File: src/rtl/data_mem_responder_if.sv
// data_mem_responder_if: data-memory bus plus TX drain and input-latch signals of the responder
interface data_mem_responder_if #(
  parameter int ADDR_WIDTH = 8,
  parameter int DATA_WIDTH = 8
);
  logic [ADDR_WIDTH-1:0] mem_addr;
  logic                  mem_wr_en;
  logic [DATA_WIDTH-1:0] mem_data_wr;
  logic [DATA_WIDTH-1:0] mem_data_rd;
  logic [DATA_WIDTH-1:0] tx_data;
  logic                  tx_valid;
  logic                  tx_ready;
  logic [DATA_WIDTH-1:0] in_data;
  logic                  in_strobe;
  modport slave (
    input  mem_addr, mem_wr_en, mem_data_wr, tx_ready, in_data, in_strobe,
    output mem_data_rd, tx_data, tx_valid
  );
  modport master (
    output mem_addr, mem_wr_en, mem_data_wr, tx_ready, in_data, in_strobe,
    input  mem_data_rd, tx_data, tx_valid
  );
endinterface

File: src/rtl/data_mem_responder.sv
// data_mem_responder: RAM-backed data bus with top-4 I/O (TX FIFO, status, input latch, timer)
// Define DMEM_TIMER_EN to turn the top address into a free-running loadable timer; otherwise it is RAM.
module data_mem_responder #(
  parameter int ADDR_WIDTH = 8,
  parameter int DATA_WIDTH = 8,
  parameter int FIFO_AW    = 2
) (
  input logic clk,
  input logic arst,
  data_mem_responder_if.slave bus
);
  localparam int unsigned TOP = 2**ADDR_WIDTH - 1;
  localparam logic [ADDR_WIDTH-1:0] A_TX = ADDR_WIDTH'(TOP - 3);
  localparam logic [ADDR_WIDTH-1:0] A_ST = ADDR_WIDTH'(TOP - 2);
  localparam logic [ADDR_WIDTH-1:0] A_IN = ADDR_WIDTH'(TOP - 1);
  logic [DATA_WIDTH-1:0] ram [2**ADDR_WIDTH];
  logic [DATA_WIDTH-1:0] fifo [2**FIFO_AW];
  logic [FIFO_AW:0] rd_ptr, wr_ptr;
  logic tx_ovf, in_valid, in_ovr;
  logic [DATA_WIDTH-1:0] in_byte, timer, status, rd_next;
  logic tx_hit, st_hit, in_hit, tm_hit, empty, full, pop, push_req, push_ok, st_wr;
  assign tx_hit   = bus.mem_addr == A_TX;
  assign st_hit   = bus.mem_addr == A_ST;
  assign in_hit   = bus.mem_addr == A_IN;
  assign empty    = rd_ptr == wr_ptr;
  assign full     = (rd_ptr[FIFO_AW] != wr_ptr[FIFO_AW]) && (rd_ptr[FIFO_AW-1:0] == wr_ptr[FIFO_AW-1:0]);
  assign pop      = !empty && bus.tx_ready;
  assign push_req = bus.mem_wr_en && tx_hit;
  assign push_ok  = push_req && (!full || pop);
  assign st_wr    = bus.mem_wr_en && st_hit;
  assign status   = DATA_WIDTH'({in_ovr, in_valid, tx_ovf, full, empty});
  assign bus.tx_valid = !empty;
  assign bus.tx_data  = empty ? '0 : fifo[rd_ptr[FIFO_AW-1:0]];
`ifdef DMEM_TIMER_EN
  localparam logic [ADDR_WIDTH-1:0] A_TM = ADDR_WIDTH'(TOP);
  assign tm_hit = bus.mem_addr == A_TM;
  always_ff @(posedge clk)
    if (arst) timer <= '0;
    else timer <= (bus.mem_wr_en && tm_hit) ? bus.mem_data_wr : timer + 1'b1;
`else
  assign tm_hit = 1'b0;
  assign timer  = '0;
`endif
  always_comb
    rd_next = tx_hit ? '0 : st_hit ? status : in_hit ? in_byte : tm_hit ? timer : ram[bus.mem_addr];
  // Storage arrays carry no reset; only pointers and flags define visible state after reset.
  always_ff @(posedge clk) begin
    if (bus.mem_wr_en && !(tx_hit || st_hit || in_hit || tm_hit)) ram[bus.mem_addr] <= bus.mem_data_wr;
    if (push_ok) fifo[wr_ptr[FIFO_AW-1:0]] <= bus.mem_data_wr;
  end
  always_ff @(posedge clk)
    if (arst) begin
      bus.mem_data_rd <= '0;
      rd_ptr   <= '0;
      wr_ptr   <= '0;
      tx_ovf   <= 1'b0;
      in_valid <= 1'b0;
      in_ovr   <= 1'b0;
      in_byte  <= '0;
    end else begin
      bus.mem_data_rd <= rd_next;
      rd_ptr   <= rd_ptr + (FIFO_AW+1)'(pop);
      wr_ptr   <= wr_ptr + (FIFO_AW+1)'(push_ok);
      tx_ovf   <= (push_req && full && !pop) || (tx_ovf && !(st_wr && bus.mem_data_wr[2]));
      in_valid <= bus.in_strobe || (in_valid && !(st_wr && bus.mem_data_wr[3]));
      in_ovr   <= (bus.in_strobe && in_valid) || (in_ovr && !(st_wr && bus.mem_data_wr[4]));
      in_byte  <= bus.in_strobe ? bus.in_data : in_byte;
    end
endmodule

File: src/flat_wrapper.sv
// flat-port wrapper written by rule: the top's interface ports become plain ports
module data_mem_responder_flat 
#(
  parameter int ADDR_WIDTH = 8,
  parameter int DATA_WIDTH = 8,
  parameter int FIFO_AW    = 2
)
  (clk, arst, bus_mem_addr, bus_mem_wr_en, bus_mem_data_wr, bus_tx_ready, bus_in_data, bus_in_strobe, bus_mem_data_rd, bus_tx_data, bus_tx_valid);
  data_mem_responder_if #(.ADDR_WIDTH(ADDR_WIDTH), .DATA_WIDTH(DATA_WIDTH)) bus_i ();
  input logic clk;
  input logic arst;
  input wire logic [$bits(bus_i.mem_addr)-1:0] bus_mem_addr;
  input wire logic [$bits(bus_i.mem_wr_en)-1:0] bus_mem_wr_en;
  input wire logic [$bits(bus_i.mem_data_wr)-1:0] bus_mem_data_wr;
  input wire logic [$bits(bus_i.tx_ready)-1:0] bus_tx_ready;
  input wire logic [$bits(bus_i.in_data)-1:0] bus_in_data;
  input wire logic [$bits(bus_i.in_strobe)-1:0] bus_in_strobe;
  output wire logic [$bits(bus_i.mem_data_rd)-1:0] bus_mem_data_rd;
  output wire logic [$bits(bus_i.tx_data)-1:0] bus_tx_data;
  output wire logic [$bits(bus_i.tx_valid)-1:0] bus_tx_valid;
  assign bus_i.mem_addr = bus_mem_addr;
  assign bus_i.mem_wr_en = bus_mem_wr_en;
  assign bus_i.mem_data_wr = bus_mem_data_wr;
  assign bus_i.tx_ready = bus_tx_ready;
  assign bus_i.in_data = bus_in_data;
  assign bus_i.in_strobe = bus_in_strobe;
  assign bus_mem_data_rd = bus_i.mem_data_rd;
  assign bus_tx_data = bus_i.tx_data;
  assign bus_tx_valid = bus_i.tx_valid;
  data_mem_responder #(.ADDR_WIDTH(ADDR_WIDTH), .DATA_WIDTH(DATA_WIDTH), .FIFO_AW(FIFO_AW)) u_core (.clk(clk), .arst(arst), .bus(bus_i));
endmodule
File: config.mk
export PLATFORM = sky130hd
export DESIGN_NAME = data_mem_responder_flat
export DESIGN_NICKNAME = d
export VERILOG_FILES = /design/src/rtl/data_mem_responder_if.sv /design/src/rtl/data_mem_responder.sv /design/src/flat_wrapper.sv
export SDC_FILE = /design/constraint.sdc
export NUM_CORES = 2
export LEC_CHECK = 0
export BUFFER_PORTS_ARGS = -buffer_cell sky130_fd_sc_hd__buf_2
export CAP_MARGIN = 40
export CORE_ASPECT_RATIO = 0.75
export CORE_MARGIN = 2
export CORE_UTILIZATION = 45
export DETAILED_ROUTE_END_ITERATION = 10
export SETUP_SLACK_MARGIN = 0.1
export SYNTH_ARGS = -nofsm -noshare
export SYNTH_HDL_FRONTEND = slang
export SYNTH_SLANG_ARGS = --single-unit
File: constraint.sdc
create_clock -name clk -period 6.5 [get_ports clk]
set_clock_uncertainty 0.2 [all_clocks]
set_input_delay 0.65 -clock clk [delete_from_list [all_inputs] [get_ports clk]]
set_output_delay 0.65 -clock clk [all_outputs]
set_load 0.1 [all_outputs]
# [Word-level counts from Yosys, hierarchy flattened]
# Memory sizes are Yosys's and may differ from the RTL's. A register that Yosys moved wholly into a read port is not among the register bits.
# Cells that the tools add are included.
[totals] word_cells=56 in_bits=29 mem_bits_rw=2080 out_inout_bits=17 memories=2 reg_bits=25
[op_classes] addsub=2 n_eq_ne=6 muxes=8 n_reduce_logical=30
[mem_list] memory="u_core.ram" depth=256 width=8 rd=1 rd_ports_with_merged_regs=0 wr=1 line="data_mem_responder.sv:16" rtl="logic [DATA_WIDTH-1:0] ram [2**ADDR_WIDTH];"
[mem_list] memory="u_core.fifo" depth=4 width=8 rd=1 rd_ports_with_merged_regs=1 wr=1 line="data_mem_responder.sv:17" rtl="logic [DATA_WIDTH-1:0] fifo [2**FIFO_AW];"
[op_table] cell="$eq 8x8->1 const B" n=3
[op_table] cell="$mux 8" n=2
[op_table] cell="$logic_and 1x1->1" n=15
[op_table] cell="$logic_not 1->1" n=7
[op_table] cell="$add 3x1->3" n=2
[op_table] cell="$logic_or 1x1->1" n=6
[op_table] cell="$mux 5" n=1
[op_table] cell="$mux 1" n=4
[op_table] cell="$eq 3x3->1" n=1
[op_table] cell="$reduce_or 3->1" n=1
[op_table] cell="$eq 2x2->1" n=1
[op_table] cell="$mux 2" n=1
[op_table] cell="$reduce_or 2->1" n=1
[op_table] cell="$ne 1x1->1" n=1

# [Longest topological paths before layout]
[logic_depth] word_depth=7 depth_mapped=13 depth_no_buf=9

# [Worst setup path before layout]
# Ideal clock, no wire load.
[synth_timing] path_type="reg2out" startpoint="register u_core.rd_ptr[1]" endpoint="output bus_tx_data[0]" n_path_buf=2 t_arrival_ns=2.460 path_stages_with_launch=6 required_ns=5.650 setup_slack_ns=3.190 path_cell_list="dfxtp_1 > clkbuf_1 > xor2_1 > nor3_1 > clkbuf_1 > nor2b_1"
[synth_between] elab_chain_len=2
[synth_rtl] item="from (decl)" line="data_mem_responder.sv:18" rtl="logic [FIFO_AW:0] rd_ptr, wr_ptr;"
[synth_rtl] item="from (signal assigned)" line="data_mem_responder.sv:62" rtl="rd_ptr <= rd_ptr + (FIFO_AW+1)'(pop);"
[synth_rtl] item="$eq 3x3->1" line="data_mem_responder.sv:25" rtl="assign empty = rd_ptr == wr_ptr;"
[synth_rtl] item="$mux 8" line="data_mem_responder.sv:33" rtl="assign bus.tx_data = empty ? '0 : fifo[rd_ptr[FIFO_AW-1:0]];"
[synth_rtl] item="to (decl)" line="flat_wrapper.sv:19" rtl="output wire logic [$bits(bus_i.tx_data)-1:0] bus_tx_data;"
# Every way passes these cells.

# [Worst setup path in the final report]
[layout_timing] startpoint="input bus_mem_addr[3]" endpoint="register u_core.bus.mem_data_rd[4]"
[layout_between] elab_chain_len=3 word_cells_on_any_way=7 classes_between="eq/ne: 3; mux: 2; reduce/logical: 1; memory: 1"
[layout_rtl] item="from (decl)" line="flat_wrapper.sv:12" rtl="input wire logic [$bits(bus_i.mem_addr)-1:0] bus_mem_addr;"
[layout_rtl] item="$mem_v2 256x8 / $eq 8x8->1 (equally long branches)"
[layout_rtl] item="$mux 8" line="data_mem_responder.sv:45" rtl="rd_next = tx_hit ? '0 : st_hit ? status : in_hit ? in_byte : tm_hit ? timer : ram[bus.mem_addr];"
[layout_rtl] item="$mux 5" line="data_mem_responder.sv:45"
[layout_rtl] item="to (signal assigned)" line="data_mem_responder.sv:61" rtl="bus.mem_data_rd <= rd_next;"
[layout_rtl] item="to (decl)" line="data_mem_responder_if.sv:17" rtl="output mem_data_rd, tx_data, tx_valid"
# Parallel ways exist; a longest one is shown, timed or not.
# A chain may end at the register's enable or synchronous reset.

==> metrics.txt <==
fraction of layout cells with a size suffix above 1 23.72%; dpl ws 1.755 ns; Final WS setup 2.509 ns; Crit. End Element register; global-route usage over all layers 24.73%; post-synthesis cell type count 72; Buf/Inv on CP 3; routability congestion estimate 0.9039; Post-DP Area 85420 sq um; Data arrival, critical path 4.55 ns; Post-synth EDFFs 2079; synth top area cells edfxtp_1 (76%), mux4_2 (14%), mux2i_1 (2.0%), nor2_1 (1.4%), a22oi_1 (0.71%); CP top delay family buffers and inverters; P_leak 28.68 nW; setup TNS 0 ns; critical-path maximum fanout 34; clk sinks 2104; Synth Instances 3886; hold_ws 0.07870 ns; Layout Utilization 50.85%; Max Root-Sink Buffers 3; FF+latch count, synth 2104; CTS tree done; FP Rows 135; Core ar. 180700 sq um; I/O pins 46; most common flop cell mapped by yosys edfxtp_1; slowest stage cell, crit path and2_1; largest net degree at the start of global routing 172; Worst Setup Start Kind input pin; Die Span Y 373.6 um; crit path time final 3.991 ns; max-cap check violation count 0; Routed WL per cell 34.46 um; clock latency on the worst-skew pair 0.85 ns; Fillers 14230; Worst Tran Pin Value 1.182 ns; register-to-register setup slack 3.32 ns; HPWL after DPL 140.3 mm; root buffer cell clkbuf_16; Final Cell Area 91900 sq um; PostCTS Resize Cnt 0; Layout Nets 4113; Initial Util 45.34%; die area 185600 sq um; Yosys top cell by area edfxtp_1; Ys Warns 0; sequential share of the synthesized area 76.80%; final setup violation count 0; post-synthesis cell area 81940 sq um; period utilization 61.39%; Final Hold Viols 0; asr flop ratio synth 0%; worst hold path class in -> reg; 1st-iter DRT viols 6761; most frequent CP cell buf_4; syn_area_per_cell 21.09 sq um; Residual DRC 0; RSZ-0062 raised after global routing no; antenna violations before repair 13; total congestion overflow 0; die width 496.7 um; first-pass GRT wire length 321.5 mm; crit path kind in -> reg; clock slew at reported path FFs 0.07 ns; number of CTS-inserted buffers 192; final wirelength 229.3 mm; Slew HR 21.21%; DR pass1 iterations 6; CP required 7.06 ns; Peak supply drop 0.2282 mV; max incr delay on CP 0.83 ns; Slew Viols, Final 0; area share of the largest cell type after synthesis 76.19%; area growth from synthesis to layout 12.15%; critical path cell sequence buf_4 > buf_4 > and2_1 > buf_4 > a22oi_1 > a211oi_1 > nor4_1 > a211o_1 > a31oi_1; outcome complete, no violations; Max Fclk 0.2506 GHz; Via density 6.288; H-tree Lvls 4; DR vias 41840; Port Buffers 45; vias in the first global route 40060; Pwr Density 303.0 nW/um^2; ANT nets after route 0
==> worst paths after layout <==
path                          start                        end  depth (start not counted)
hold reg to reg   u_core.in_byte[2]          u_core.in_byte[2]                          2
hold / removal                 arst           u_core.rd_ptr[2]                          2
setup reg to reg  u_core.ram[42][1]  u_core.bus.mem_data_rd[1]                          7
setup / recovery    bus_mem_addr[3]  u_core.bus.mem_data_rd[4]                          9
==> cell usage in the layout (no fill, tap or decap), types with 8 or more instances in the layout <==
master / count
edfxtp_1: 2079
mux4_2: 494
nor2_1: 297
clkbuf_16: 195
mux2i_1: 160
buf_4: 132
nand2_1: 100
a22oi_1: 77
nand3_1: 61
clkbuf_1: 49
a21oi_1: 42
clkinv_1: 41
o22ai_1: 35
buf_2: 33
clkinv_2: 31
dfxtp_1: 25
o21ai_0: 24
conb_1: 23
a31oi_1: 19
nor2b_1: 18
nor3_1: 17
a221oi_1: 17
clkbuf_8: 16
buf_12: 16
mux2_2: 15
bufinv_16: 15
a22o_1: 14
nand4_1: 13
a32oi_1: 12
diode_2: 11
and3_1: 8
dlygate4sd3_1: 8
buf_8: 8
==> layout make-up <==
class	count	area [sq um]	area share, %
flip-flops and latches	2104	62930	68.48
multi-input cells	1561	17660	19.22
clock buffers	252	5174	5.630
well taps	2397	2999	3.263
repair buffers	213	1991	2.166
clock inverters	107	1076	1.171
inverters	8	37.54	0.04084
diodes	11	27.53	0.02995
==> registers in the layout, indices dropped and copies added (netlist names) <==
name,count
u_core.bus.mem_data_rd,8
u_core.wr_ptr,3
u_core.rd_ptr,3
u_core.fifo,32
u_core.ram,2047
u_core.in_ovr,1
u_core.tx_ovf,1
u_core.in_valid,1
u_core.in_byte,8
==> per-layer routing <==
layer,global-route usage (%),part of all wire (%)
met5,0.2597,0.048
met1,38.15,42
met4,7.376,3.1
met2,34.31,43
met3,6.712,11
==> report_power, final <==
part	switching, mW	leakage [nW]	internal, mW	total [mW]
clock network	5.09	3.03	6.25	11.3
logic	1.06	6.74	0.473	1.53
registers	0.0259	18.9	15.0	15.0
total	6.17	28.7	21.7	27.8
==> cell usage after synthesis (all sizes together), types with 7 or more instances <==
cell       n
a22o      14
dfxtp     25
mux2      15
buf      152
a21oi     42
a221oi    17
nor2b     23
nand3     61
a32oi     12
o211ai     7
mux2i    160
a31oi     19
and3       8
edfxtp  2079
inv        7
nand4     13
nor2     303
mux4     494
or3        7
clkbuf    83
nor3      20
o22ai     35
nand2b     7
nor4       7
a22oi     77
o21ai     30
nand2    101
==> kinds of logic (layout without fill, tap and decap cells) <==
group	after synthesis	count (layout)	synth area share, %
adders and majority gates	4	4	0.06108
AOI/OAI and AO/OA	291	291	2.506
and+or+nand+nor	569	569	3.019
muxes	669	669	15.74
other	1	34	0.004576
DFF	2104	2104	76.80
xor gates and xnor gates	5	5	0.05345
buffers and inverters	243	580	1.820
==> per-stage QoR <==
step / instances / power (mW)
6_report: 6653 / 27.85
3_5_place_dp: 6264 / 16.77
4_1_cts: 6631 / 27.97
3_3_place_gp: 6199 / 16.75
2_1_floorplan: 3908 / 16.04
5_1_grt: 6644 / 28.54
==> timing repair <==
action | 4_1_cts | 5_1_grt
setup buffers | 0 | 0
endpoints found under the hold margin | 8 | 0
hold buffers | 8 | 0
Note: power is estimated with default switching activity, not from simulation.
